--- config.mk ---
export PLATFORM = sky130hd
export DESIGN_NAME = fetch_stage
export DESIGN_NICKNAME = d
export VERILOG_FILES = /design/src/rtl/fetch_stage.sv
export SDC_FILE = /design/constraint.sdc
export NUM_CORES = 1
export LEC_CHECK = 0
export ABC_AREA = 1
export CORE_MARGIN = 2
export CORE_UTILIZATION = 58
export DETAILED_ROUTE_END_ITERATION = 10
export PLACE_DENSITY = 0.86
export SLEW_MARGIN = 20
export SYNTH_ARGS = -nofsm -noshare
export SYNTH_HDL_FRONTEND = slang
export SYNTH_SLANG_ARGS = --single-unit
--- constraint.sdc ---
create_clock -name clk -period 7.1 [get_ports clk]
set_input_delay 1.42 -clock clk [delete_from_list [all_inputs] [get_ports clk]]
set_output_delay 1.42 -clock clk [all_outputs]
set_load 0.01 [all_outputs]
--- src/rtl/fetch_stage.sv ---
// fetch_stage: owns the PC, issues in-order imem requests on a credit basis and
// buffers returned instructions in a prefetch FIFO feeding decode.
module fetch_stage #(
   parameter int              XLEN     = 32,
   parameter logic [XLEN-1:0] RESET_PC = '0,
   parameter int              DEPTH    = 2
) (
   input  logic            clk,
   input  logic            rst,
   output logic            imem_req_valid,
   input  logic            imem_req_ready,
   output logic [XLEN-1:0] imem_req_addr,
   input  logic            imem_rsp_valid,
   input  logic [XLEN-1:0] imem_rsp_data,
   input  logic            redirect_valid,
   input  logic [XLEN-1:0] redirect_pc,
   input  logic            id_ready,
   output logic            id_valid,
   output logic [XLEN-1:0] id_instr,
   output logic [XLEN-1:0] id_pc,
   output logic [XLEN-1:0] id_pc_plus4
);
   localparam int AW = $clog2(DEPTH);
   localparam int CW = AW + 1;
   localparam logic [CW:0] CAP = (CW+1)'(DEPTH);
   localparam logic [XLEN-1:0] NOP = XLEN'(32'h0000_0013);

   logic [XLEN-1:0] pc_q, pc_d, last_pc_q;
   logic [CW-1:0]   cnt_q, cnt_d, out_q, out_d, disc_q, disc_d;
   logic [AW-1:0]   wr_q, rd_q, pq_wr_q, pq_rd_q;
   logic            started_q;
   logic [XLEN-1:0] instr_mem_q [DEPTH];
   logic [XLEN-1:0] pc_mem_q [DEPTH];
   logic [XLEN-1:0] pq_mem_q [DEPTH];
   logic            req_fire, push, pop;
   logic [CW:0]     credit;

   // Buffered plus in-flight never exceeds DEPTH, so every response has a slot.
   assign credit         = {1'b0, cnt_q} + {1'b0, out_q};
   assign imem_req_valid = started_q && !redirect_valid && credit < CAP;
   assign imem_req_addr  = {pc_q[XLEN-1:2], 2'b00};
   assign req_fire       = imem_req_valid && imem_req_ready;
   assign push           = imem_rsp_valid && !redirect_valid && disc_q == '0;
   assign pop            = id_valid && id_ready && !redirect_valid;
   assign id_valid       = cnt_q != '0;
   assign id_instr       = id_valid ? instr_mem_q[rd_q] : NOP;
   assign id_pc          = id_valid ? pc_mem_q[rd_q] : last_pc_q;
   assign id_pc_plus4    = id_pc + XLEN'(4);

   always_comb begin
      pc_d   = redirect_valid ? {redirect_pc[XLEN-1:2], 2'b00} : req_fire ? pc_q + XLEN'(4) : pc_q;
      out_d  = out_q + CW'(req_fire) - CW'(imem_rsp_valid);
      cnt_d  = redirect_valid ? '0 : cnt_q + CW'(push) - CW'(pop);
      disc_d = redirect_valid ? out_q - CW'(imem_rsp_valid) : disc_q - CW'(imem_rsp_valid && disc_q != '0);
   end

   always_ff @(posedge clk or posedge rst) begin
      if (rst) begin
         pc_q      <= {RESET_PC[XLEN-1:2], 2'b00};
         cnt_q     <= '0;
         out_q     <= '0;
         disc_q    <= '0;
         wr_q      <= '0;
         rd_q      <= '0;
         pq_wr_q   <= '0;
         pq_rd_q   <= '0;
         started_q <= 1'b0;
         last_pc_q <= '0;
      end else begin
         pc_q      <= pc_d;
         cnt_q     <= cnt_d;
         out_q     <= out_d;
         disc_q    <= disc_d;
         wr_q      <= redirect_valid ? '0 : wr_q + AW'(push);
         rd_q      <= redirect_valid ? '0 : rd_q + AW'(pop);
         pq_wr_q   <= pq_wr_q + AW'(req_fire);
         pq_rd_q   <= pq_rd_q + AW'(imem_rsp_valid);
         started_q <= 1'b1;
         last_pc_q <= id_valid ? id_pc : last_pc_q;
      end
   end

   // Request PC queue is popped by every response, including discarded ones.
   always_ff @(posedge clk) begin
      if (push) begin
         instr_mem_q[wr_q] <= imem_rsp_data;
         pc_mem_q[wr_q]    <= pq_mem_q[pq_rd_q];
      end
      if (req_fire) pq_mem_q[pq_wr_q] <= imem_req_addr;
   end

   a_no_rsp_underflow: assert property (@(posedge clk) disable iff (rst) imem_rsp_valid |-> out_q != '0);
   a_no_fifo_overflow: assert property (@(posedge clk) disable iff (rst) !(push && !pop && cnt_q == CW'(DEPTH)));
   a_no_out_overflow:  assert property (@(posedge clk) disable iff (rst) !(req_fire && !imem_rsp_valid && out_q == CW'(DEPTH)));
endmodule

==> results.md, run 1 <==
* Status: complete, no violations
* Via count at 9156
* Overall power at 5.45 mW
* Relative slew margins at 0.321
* WP data required at 5.68 ns
* Max_cap viols at 0
* Die ar. at about 22000 µm²
* Die Y at 148 µm
* Mapped Cells at 1225
* YS warnings at 0
* Final setup TNS at 0 ns
* Root Driver: clkbuf_16
* Setup Fix Bufs, Post-CTS at 0
* Fin nets at 1500
* Gr usage total at 0.267
* Commonest non-fill, non-tap cells in the layout: nand2_1, clkdlybuf4s50_1, edfxtp_1
* Area contributors post-synth: edfxtp_1, dfrtp_1, nand2_1
* Setup Skew at around 0.01 ns
* Final Hold Fails at 0
* Post-synth EDFFs at 184
* P&R area growth vs syn at 24.7%
* Post-synthesis sequential area ratio at 0.611
* Starting Density at 0.593
* Crit-path max FO at 45
* Power per Cell Area at 363 nW/µm²
* DRT iter0 DRCs at 860
* Initial antenna violation count at 0
* # port buffers at 195
* Grt ovf at 0
* Clock sink total at roughly 260
* Routed WL at ~30000 µm
* CTS tree: built
* Dominant cell type by area after synthesis: edfxtp_1
* Post-synth cell types at 37
* Count of pins over their slew limit at 0
* H-tree depth at 1
* Netlist Area Pre-Place at 12000 µm²
* Clk pin slew, worst setup/hold paths at 0.06 ns
* First-pass GRT wire length at 46100 µm
* Cell mode on critical path: nand2_1
* Kind of critical path: reg -> out
* Rows at 52
* Synthesis-stage register bit count at approximately 260
* Min Tclk post-route at 5.26 ns
* Crit. End Element: output pin
* Drt pass-1 iters at 5
* GP Congestion at 0.942
* WL/cell at 17.1 µm
* Setup violators final at 0
* Synth Flop Type: edfxtp_1
* Crit path cell chain: inv_2 -> nand2_4 -> inv_2 -> buf_4 -> nand2_1 -> nand2_1 -> nand2_1 -> nor2_1 -> nand2_1 -> nor2_1 -> nand3_1 -> nand2_1 -> clkdlybuf4s50_1
* Worst-margin pin slew at between 1 and 1.5 ns
* Fmax achieved at 190 MHz
* Fin area at 15000 µm²
* Via/cell ratio at around 5.4
* Share of the synthesized area in the top cell type at 0.459
* RSZ-0062 raised after global routing: no
* # resized after CTS at 0
* Hold Buf Count CTS at 0
* Lkg Pwr at slightly above 6 nW
* Ant. Diodes at 0
* Clock Latency Late Sink at 0.52 ns
* Buf/Inv on CP at 4
* Critical Path Max Stage Delay at around 0.53 ns
* Worst EP arrival at ~3.8 ns
* Detail Route Antenna Nets at 0
* Slowest library cell on the worst path: buf_4
* # fillers at approximately 1400
* Commonest non-fill, non-tap cell in the layout: nand2_1
* DP Area at around 14000 µm²
* CP Launch Type: flip-flop
* Pin count of the biggest net entering global routing at 74
* Core Box Area at 20300 µm²
* IO Count at 200
* DRC at 0
* Vias in the first global route at 8997
* Worst Hold Class: reg -> reg
* Die width at 148 µm
* Maximum VDD drop at 0.207 mV
* CTS buffer count at 26
* Crit share post-route at 0.741
* Avg Synthesized Cell Area at 9.83 µm²
* Delay-heaviest family, CP: buffers and inverters
* DP Wirelength at approximately 19000 µm
* Share of cells above drive strength 1 at 0.0912
* Async set-reset flop share out of synthesis at 0.284
* CTS Buffer Depth at 3
[final cells by class]
type / count / area, µm² / area share
clock buffer: 37 / 776 / 0.0517
clock inverter: 11 / 56.3 / 0.00375
inverter: 93 / 354 / 0.0236
multi-input combinational: 833 / 4080 / 0.272
sequential: 257 / 7350 / 0.490
tap: 270 / 338 / 0.0225
timing repair buffer: 206 / 2050 / 0.136
[final timing paths]
check | start | to | slack [ns] | cells after the start
max in group asynchronous | rst | last_pc_q[3] | 5.14 | 4
worst min-delay path | last_pc_q[26] | last_pc_q[26] | 0.47 | 2
min in group asynchronous | rst | pc_q[4] | 1.34 | 3
worst max-delay path | cnt_q[1] | id_pc_plus4[31] | 1.84 | 13
worst max register to register | cnt_q[0] | pq_mem_q[0][26] | 3.78 | 10
worst min register to register | last_pc_q[26] | last_pc_q[26] | 0.47 | 2
[metal layers]
metal,track usage,vias to the layer above,routed length [µm]
met4,0.0962,0,773
li1,-,4393,-
met2,0.442,405,14400
met3,0.0368,72,2070
met1,0.365,4286,12000
met5,0,-,0
[stage by stage]
stage / hold slack, ns / utilization / instances / setup WS [ns]
after floorplan: 0.444 / - / 1226 / 3.50
after global placement: 0.457 / 0.697 / 1658 / 2.46
after detailed placement: 0.461 / 0.697 / 1658 / 2.40
after CTS: 0.478 / 0.738 / 1706 / 1.84
after global routing: 0.499 / 0.739 / 1707 / 1.53
final: 0.475 / 0.739 / 1707 / 1.84
[worst min-delay path, cell delays in order (launching register included)]
cell,delay [ns]
dfrtp_1,0.32
nand2_1,0.06
nand2_1,0.06
[sequential cells by signal, indices dropped and copies added (netlist names), 2 cells and up]
| name | count |
|---|---|
| pc_mem_q | 60 |
| out_q | 2 |
| pq_mem_q | 60 |
| cnt_q | 2 |
| last_pc_q | 32 |
| pc_q | 30 |
| disc_q | 2 |
| instr_mem_q | 64 |
[cells in the mapped netlist, types with 9 or more instances]
| cell type | instances |
|---|---|
| xor2_1 | 28 |
| xnor2_1 | 10 |
| nand2_1 | 470 |
| buf_2 | 10 |
| nor2_2 | 13 |
| o21ai_0 | 14 |
| dfrtp_1 | 73 |
| nand3_1 | 56 |
| nand4_1 | 10 |
| mux2_2 | 30 |
| a21oi_1 | 32 |
| inv_1 | 86 |
| o211ai_1 | 12 |
| nand2_2 | 20 |
| edfxtp_1 | 184 |
| clkbuf_1 | 16 |
| ha_1 | 12 |
| nor3_1 | 9 |
| nor2_1 | 88 |
[cells by family (layout without fill, tap and decap cells)]
logic type               after synthesis  after routing  synth area share
AO/OA/AOI/OAI                         74             74            0.0370
XOR/XNOR                              38             38            0.0277
adder cells (fa/ha/maj)               13             13            0.0141
buffers and inverters                136            347            0.0507
flip-flops                           257            257             0.611
multiplexers                          31             31            0.0289
other                                  2              3          0.000624
AND/OR/NAND/NOR                      674            674             0.230
[power by group]
part / leakage, nW / switching [mW] / total [mW] / internal [mW]
clock: 0.416 / 0.554 / 1.32 / 0.762
sequential: 2.57 / 0.155 / 2.02 / 1.86
combinational: 3.13 / 1.19 / 2.12 / 0.922
Note: power is estimated with default switching activity, not from simulation.
==> inputs of run 2 (changes only) <==
- CORE_UTILIZATION: 58 -> 54
- PLACE_DENSITY: 0.86 -> 0.81
- clock period: 7.1 -> 5.1 ns (I/O delays scaled with it)
==> results.md, run 2 (synthesis gave the netlist of run 1 again) <==
* Delay-heaviest family, CP: simple AND/OR/NAND/NOR gates
* Commonest non-fill, non-tap cell in the layout: nand2_1
* Clock Latency Late Sink at 0.53 ns (about the same)
* Lkg Pwr at 6.17 nW (+0.85%)
* DRT iter0 DRCs at 677 (-21%)
* Setup violators final at 0 (unchanged)
* First-pass GRT wire length at 47200 µm (+2.4%)
* Relative slew margins at 0.429 (+0.107)
* Worst-margin pin slew at 0.857 ns (-0.161 ns)
* Setup Fix Bufs, Post-CTS at 0 (unchanged)
* IO Count at 200 (unchanged)
* Detail Route Antenna Nets at 0 (unchanged)
* Initial antenna violation count at 0 (unchanged)
* DP Wirelength at 20200 µm (+4.2%)
* WP data required at 4.08 ns (-1.60 ns)
* Util after Layout at 0.693 (-0.0458)
* Reg-to-Reg End: pq_mem_q[1][8]
* Post-placement setup slack at 0.925 ns (-1.48 ns)
* Worst Hold Class: reg -> reg
* # port buffers at 195 (unchanged)
* Commonest non-fill, non-tap cells in the layout: nand2_1, clkdlybuf4s50_1, edfxtp_1
* Starting Density at 0.552 (-0.0414)
* Clk pin slew, worst setup/hold paths at 0.06 ns (about the same)
* Core Box Area at 21800 µm² (+7.5%)
* Max reg flops at 64 (unchanged)
* Max_cap viols at 0 (unchanged)
* Hold_sp: last_pc_q[25]
* Root Driver: clkbuf_16
* Die Y at 153 µm (+3.5%)
* Via/cell ratio at 5.31 (-0.99%)
* Crit-path max FO at 50 (+11%)
* Vias in the first global route at 9099 (+1.1%)
* Hold Buf Count CTS at 0 (unchanged)
* Placed cells at 1676 (+1.1%)
* Register-to-register setup slack at 2.28 ns (-1.50 ns)
* WL/cell at 17.0 µm (-0.73%)
* Rows at 54 (+3.8%)
* Comb pwr share at 0.385 (-0.003)
* Crit. End Element: output pin
* Power per Cell Area at 511 nW/µm² (+41%)
* Routed WL at 29300 µm (+0.20%)
* DP Area at 14200 µm² (+0.60%)
* Fin area at 15100 µm² (+0.85%)
* Count of pins over their slew limit at 0 (unchanged)
* Fin nets at 1507 (+0.47%)
* Gr usage total at 0.248 (-0.0183)
* Die ar. at 23500 µm² (+7.2%)
* Clock Power Share at 0.253 (+0.012)
* Status: complete, no violations
* Drt pass-1 iters at 7 (+2)
* Crit path depth at 12 (-1)
* Switching Share at 0.345 (-0.00415)
* Setup crit start: cnt_q[1]
* Fmax achieved at 212 MHz
* # resized after CTS at 0 (unchanged)
* CTS buffer count at 26 (unchanged)
* Final Hold Fails at 0 (unchanged)
* Slowest library cell on the worst path: clkdlybuf4s50_1
* Buf/Inv on CP at 3 (-1)
* Cell depth of the worst flop-to-flop path at 10 (unchanged)
* Min Tclk post-route at ~4.7 ns
* Crit path cell chain: inv_2 -> nand2_4 -> buf_4 -> nand2_1 -> nand2_2 -> ha_1 -> nand2_1 -> nor2_2 -> nand2_2 -> nor2_4 -> xor2_1 -> clkdlybuf4s50_1
* RSZ-0062 raised after global routing: no
* Grt ovf at 0 (unchanged)
* Worst EP arrival at 3.70 ns (-0.14 ns)
* Via count at 9150 (-0.066%)
* Fin cells at 1723 (+0.94%)
* Setup ws final at 0.382 ns (-1.45 ns)
* Pin count of the biggest net entering global routing at 51 (-31%)
* Reg2reg start: cnt_q[0]
* Crit share post-route at 0.925
* Internal power at 5.06 mW (+43%)
* DRC at 0 (unchanged)
* P&R area growth vs syn at 25.7%
* Top flop regs: instr_mem_q x64, pc_mem_q x60, pq_mem_q x60
* Setup Skew at 0.0266 ns (+0.0166 ns)
* Maximum VDD drop at 0.339 mV (+64%)
* Final setup TNS at 0 ns (unchanged)
* CP endpoint: id_pc_plus4[12]
* CTS Buffer Depth at 3 (unchanged)
* GP Congestion at 0.948 (+0.70%)
* Reported net switching power at 2.67 mW (+40%)
* Kind of critical path: reg -> out
* H-tree depth at 1 (unchanged)
* CTS tree: built
* Die width at 153 µm (+3.5%)
* Critical Path Max Stage Delay at 0.55 ns (+0.02 ns)
* Share of cells above drive strength 1 at 0.0970 (+0.00586)
* Clock sink total at 257 (unchanged)
* CP Launch Type: flip-flop
* Ant. Diodes at 0 (unchanged)
* Top reg by flops: instr_mem_q
* Sequential share of power at 0.362 (-0.008)
==> run 2: how the worst min path moves through the flow <==
stage | to | slack [ns] | cells after the start
after floorplan | last_pc_q[16] | 0.44 | 2
after global placement | last_pc_q[29] | 0.46 | 2
after detailed placement | last_pc_q[16] | 0.46 | 2
after CTS | last_pc_q[16] | 0.48 | 2
after global routing | last_pc_q[16] | 0.50 | 2
final | last_pc_q[25] | 0.47 | 2
==> run 2: final cells by class <==
type                            instances  area [µm²]
Clock buffer                           36         748
Clock inverter                         11         145
Fill cell                            1592        6690
Inverter                               93         355
Multi-Input combinational cell        833        4080
Sequential cell                       257        7350
Tap cell                              280         350
Timing Repair Buffer                  213        2100
==> run 2: tightest hold or removal path, stage by stage, from the launching register on <==
cell and delay, ns:
dfrtp_1 0.32, nand2_1 0.06, nand2_1 0.06
==> run 2: power groups by stage <==
stage	Sequential (mW)	Combinational [mW]	Clock, mW
floorplan	2.78	1.67	0
global placement	2.81	2.90	0
detailed placement	2.83	2.97	0
CTS	2.79	2.99	1.98
global route	2.83	3.26	2.06
finish	2.80	2.98	1.96
==> run 2: per-layer routing <==
metal | GRT usage | wire (µm) | part of all wire
met5 | 0 | 0 | 0
met3 | 0.0366 | 2120 | 0.072
met4 | 0.0847 | 745 | 0.025
met2 | 0.404 | 14100 | 0.48
met1 | 0.346 | 12300 | 0.42
==> run 2: through the flow <==
stage / hold WS (ns) / power [mW]
after floorplan: 0.444 / 4.45
after global placement: 0.457 / 5.71
after detailed placement: 0.460 / 5.80
after CTS: 0.477 / 7.76
after global routing: 0.496 / 8.14
final: 0.473 / 7.73
==> inputs of run 3 (changes only) <==
- CORE_UTILIZATION: 54 -> 49
- PLACE_DENSITY: 0.81 -> 0.77
- clock period: 5.1 -> 3.9 ns (I/O delays scaled with it)
==> results.md, run 3 (synthesis gave the netlist of run 1 again) <==
* Status: complete, no violations
* Cell mode on critical path: nand2_1
* WL/cell at 16.3 µm (-4.4%)
* CTS Buffer Depth at 3 (unchanged)
* Vias in the first global route at 8813 (-3.1%)
* # fillers at 1848 (+16%)
* Area of the multi-input gates at 4170 µm² (+2.1%)
* Maximum VDD drop at 0.401 mV (+18%)
* Util after Layout at 0.639 (-0.0546)
* Kind of critical path: reg -> out
* Pin count of the biggest net entering global routing at 60 (+18%)
* Root Driver: clkbuf_16
* Ant. Diodes at 0 (unchanged)
* Slowest library cell on the worst path: clkdlybuf4s50_1
* Rows at 57 (+5.6%)
* Lkg Pwr at 6.37 nW (+3.3%)
* H-tree depth at 1 (unchanged)
* Cell depth of the worst flop-to-flop path at 10 (unchanged)
* Max reg flops at 64 (unchanged)
* Drt pass-1 iters at 5 (-2)
* Min Tclk post-route at between 3 and 4 ns
* Setup violators final at 0 (unchanged)
* Worst Hold Class: reg -> reg
* Core Box Area at 24200 µm² (+11%)
* Final Hold Fails at 0 (unchanged)
* Commonest non-fill, non-tap cell in the layout: nand2_1
* Top flop regs: instr_mem_q x64, pc_mem_q x60, pq_mem_q x60
* Crit. End Element: output pin
* Routed WL at 29000 µm (-0.98%)
* Grt ovf at 0 (unchanged)
* Sequential cell area at 7360 µm² (about the same)
* Clock sink total at 257 (unchanged)
* Fmax achieved at 265 MHz
* WP data required at 3.12 ns (-0.96 ns)
* Fin area at 15500 µm² (+2.4%)
* Via count at 9093 (-0.62%)
* DP Wirelength at 19700 µm (-2.2%)
* Worst EP arrival at 3.00 ns (-0.70 ns)
* Critical Path Max Stage Delay at 0.53 ns (-0.02 ns)
* Cells on Worst Hold Path at 2 (unchanged)
* First-pass GRT wire length at 45800 µm (-3.0%)
* Die ar. at 25800 µm² (+9.9%)
* Worst-margin pin slew at 0.940 ns (+0.0833 ns)
* Crit-path max FO at 59 (+18%)
* Detail Route Antenna Nets at 0 (unchanged)
* DRT iter0 DRCs at 639 (-5.6%)
* Setup Skew at 0.0153 ns (-0.0113 ns)
* Post-placement setup slack at 0.377 ns (-0.547 ns)
* Fin cells at 1784 (+3.5%)
* # port buffers at 195 (unchanged)
* Die Y at 161 µm (+4.8%)
* Initial antenna violation count at 0 (unchanged)
* Fin nets at 1524 (+1.1%)
* Crit path cell chain: inv_2 -> nand2_4 -> buf_16 -> nand2_1 -> nand2_2 -> ha_4 -> nand2_1 -> nor2_2 -> nand2_2 -> nor2_4 -> nand3_1 -> nand2_1 -> clkdlybuf4s50_1
* CTS buffer count at 26 (unchanged)
* Crit share post-route at 0.968
* Count of pins over their slew limit at 0 (unchanged)
* Starting Density at 0.496 (-0.0552)
* Commonest non-fill, non-tap cells in the layout: nand2_1, clkdlybuf4s50_1, edfxtp_1
* IO Count at 200 (unchanged)
* CTS tree: built
* DRC at 0 (unchanged)
* Share of cells above drive strength 1 at 0.117 (+0.0201)
* RSZ-0062 raised after global routing: yes
* Top reg by flops: instr_mem_q
* GP Congestion at 0.900 (-5.1%)
* CP Launch Type: flip-flop
* Die width at 161 µm (+4.8%)
* Clk pin slew, worst setup/hold paths at 0.06 ns (about the same)
* Relative slew margins at 0.373 (-0.0555)
* Hold Buf Count CTS at 0 (unchanged)
* Max_cap viols at 0 (unchanged)
* P&R area growth vs syn at 28.7%
* Via/cell ratio at 5.10 (-4.0%)
* DP Area at 14400 µm² (+1.1%)
* Gr usage total at 0.221 (-0.0272)
* Power per Cell Area at 664 nW/µm² (+30%)
* Clock Latency Late Sink at 0.53 ns (about the same)
* Setup ws final at 0.124 ns (-0.258 ns)
* Placed cells at 1727 (+3.0%)
-- run 3: cell count changes in the layout (fill, tap and decap cells not counted), moves of 2 or more --
cell / change
clkbuf_1: +6
nand2_1: -12
nor2_2: +2
clkinv_2: -2
buf_12: +4
dlymetal6s2s_1: +8
clkdlybuf4s50_1: -8
nor2_4: +5
clkbuf_8: -6
nand2_2: +12
nor2_1: -7
buf_4: +9
-- run 3: timing repair --
| action | CTS | global route |
|---|---|---|
| endpoints found under the setup margin | 19 | 22 |
| resized for setup | 10 | 33 |
| pin swaps | 1 | 3 |
| setup buffers | 3 | 6 |
| endpoints found under the hold margin | 0 | 0 |
| gates cloned | 0 | 1 |
-- run 3: layer usage --
| metal | track usage | vias to the layer above | part of all wire |
|---|---|---|---|
| met4 | 0.0666 | 0 | 0.023 |
| met3 | 0.0318 | 50 | 0.071 |
| li1 | - | 4437 | - |
| met1 | 0.308 | 4246 | 0.43 |
| met5 | 0 | - | 0 |
| met2 | 0.364 | 360 | 0.48 |
-- run 3: power by group --
part	leakage, nW	internal [mW]	switching (mW)
Combinational	3.39	1.86	2.28
Sequential	2.57	3.39	0.283
Clock	0.408	1.50	0.976
-- run 3: cell type report --
class,instances,area share
Sequential cell,257,0.475
Multi-Input combinational cell,833,0.269
Timing Repair Buffer,230,0.151
Clock buffer,36,0.0444
Tap cell,324,0.0262
Inverter,93,0.0238
Clock inverter,11,0.0107
-- run 3: worst max-delay path, delay by kind of cell, from the launching register on --
kind / cells / cell delay (ns)
simple gates: 9 / 1.00
fa+ha+maj: 1 / 0.19
buf+inv: 3 / 0.83
flops: 1 / 0.41
-- run 3: worst paths after layout --
check	start	to	slack (ns)
worst min-delay path	last_pc_q[29]	last_pc_q[29]	0.47
worst max-delay path	cnt_q[1]	id_pc_plus4[28]	0.12
worst min register to register	last_pc_q[29]	last_pc_q[29]	0.47
worst max register to register	out_q[0]	pq_mem_q[1][19]	1.22
min in group asynchronous	rst	started_q	0.70
max in group asynchronous	rst	last_pc_q[18]	2.48
-- run 3: through the flow --
stage / power, mW / setup TNS, ns / hold slack (ns)
2_1_floorplan: 5.81 / 0 / 0.444
3_3_place_gp: 7.60 / 0 / 0.457
3_5_place_dp: 7.68 / 0 / 0.460
4_1_cts: 10.2 / -0.0265 / 0.476
5_1_grt: 10.8 / -0.149 / 0.505
6_report: 10.3 / 0 / 0.474
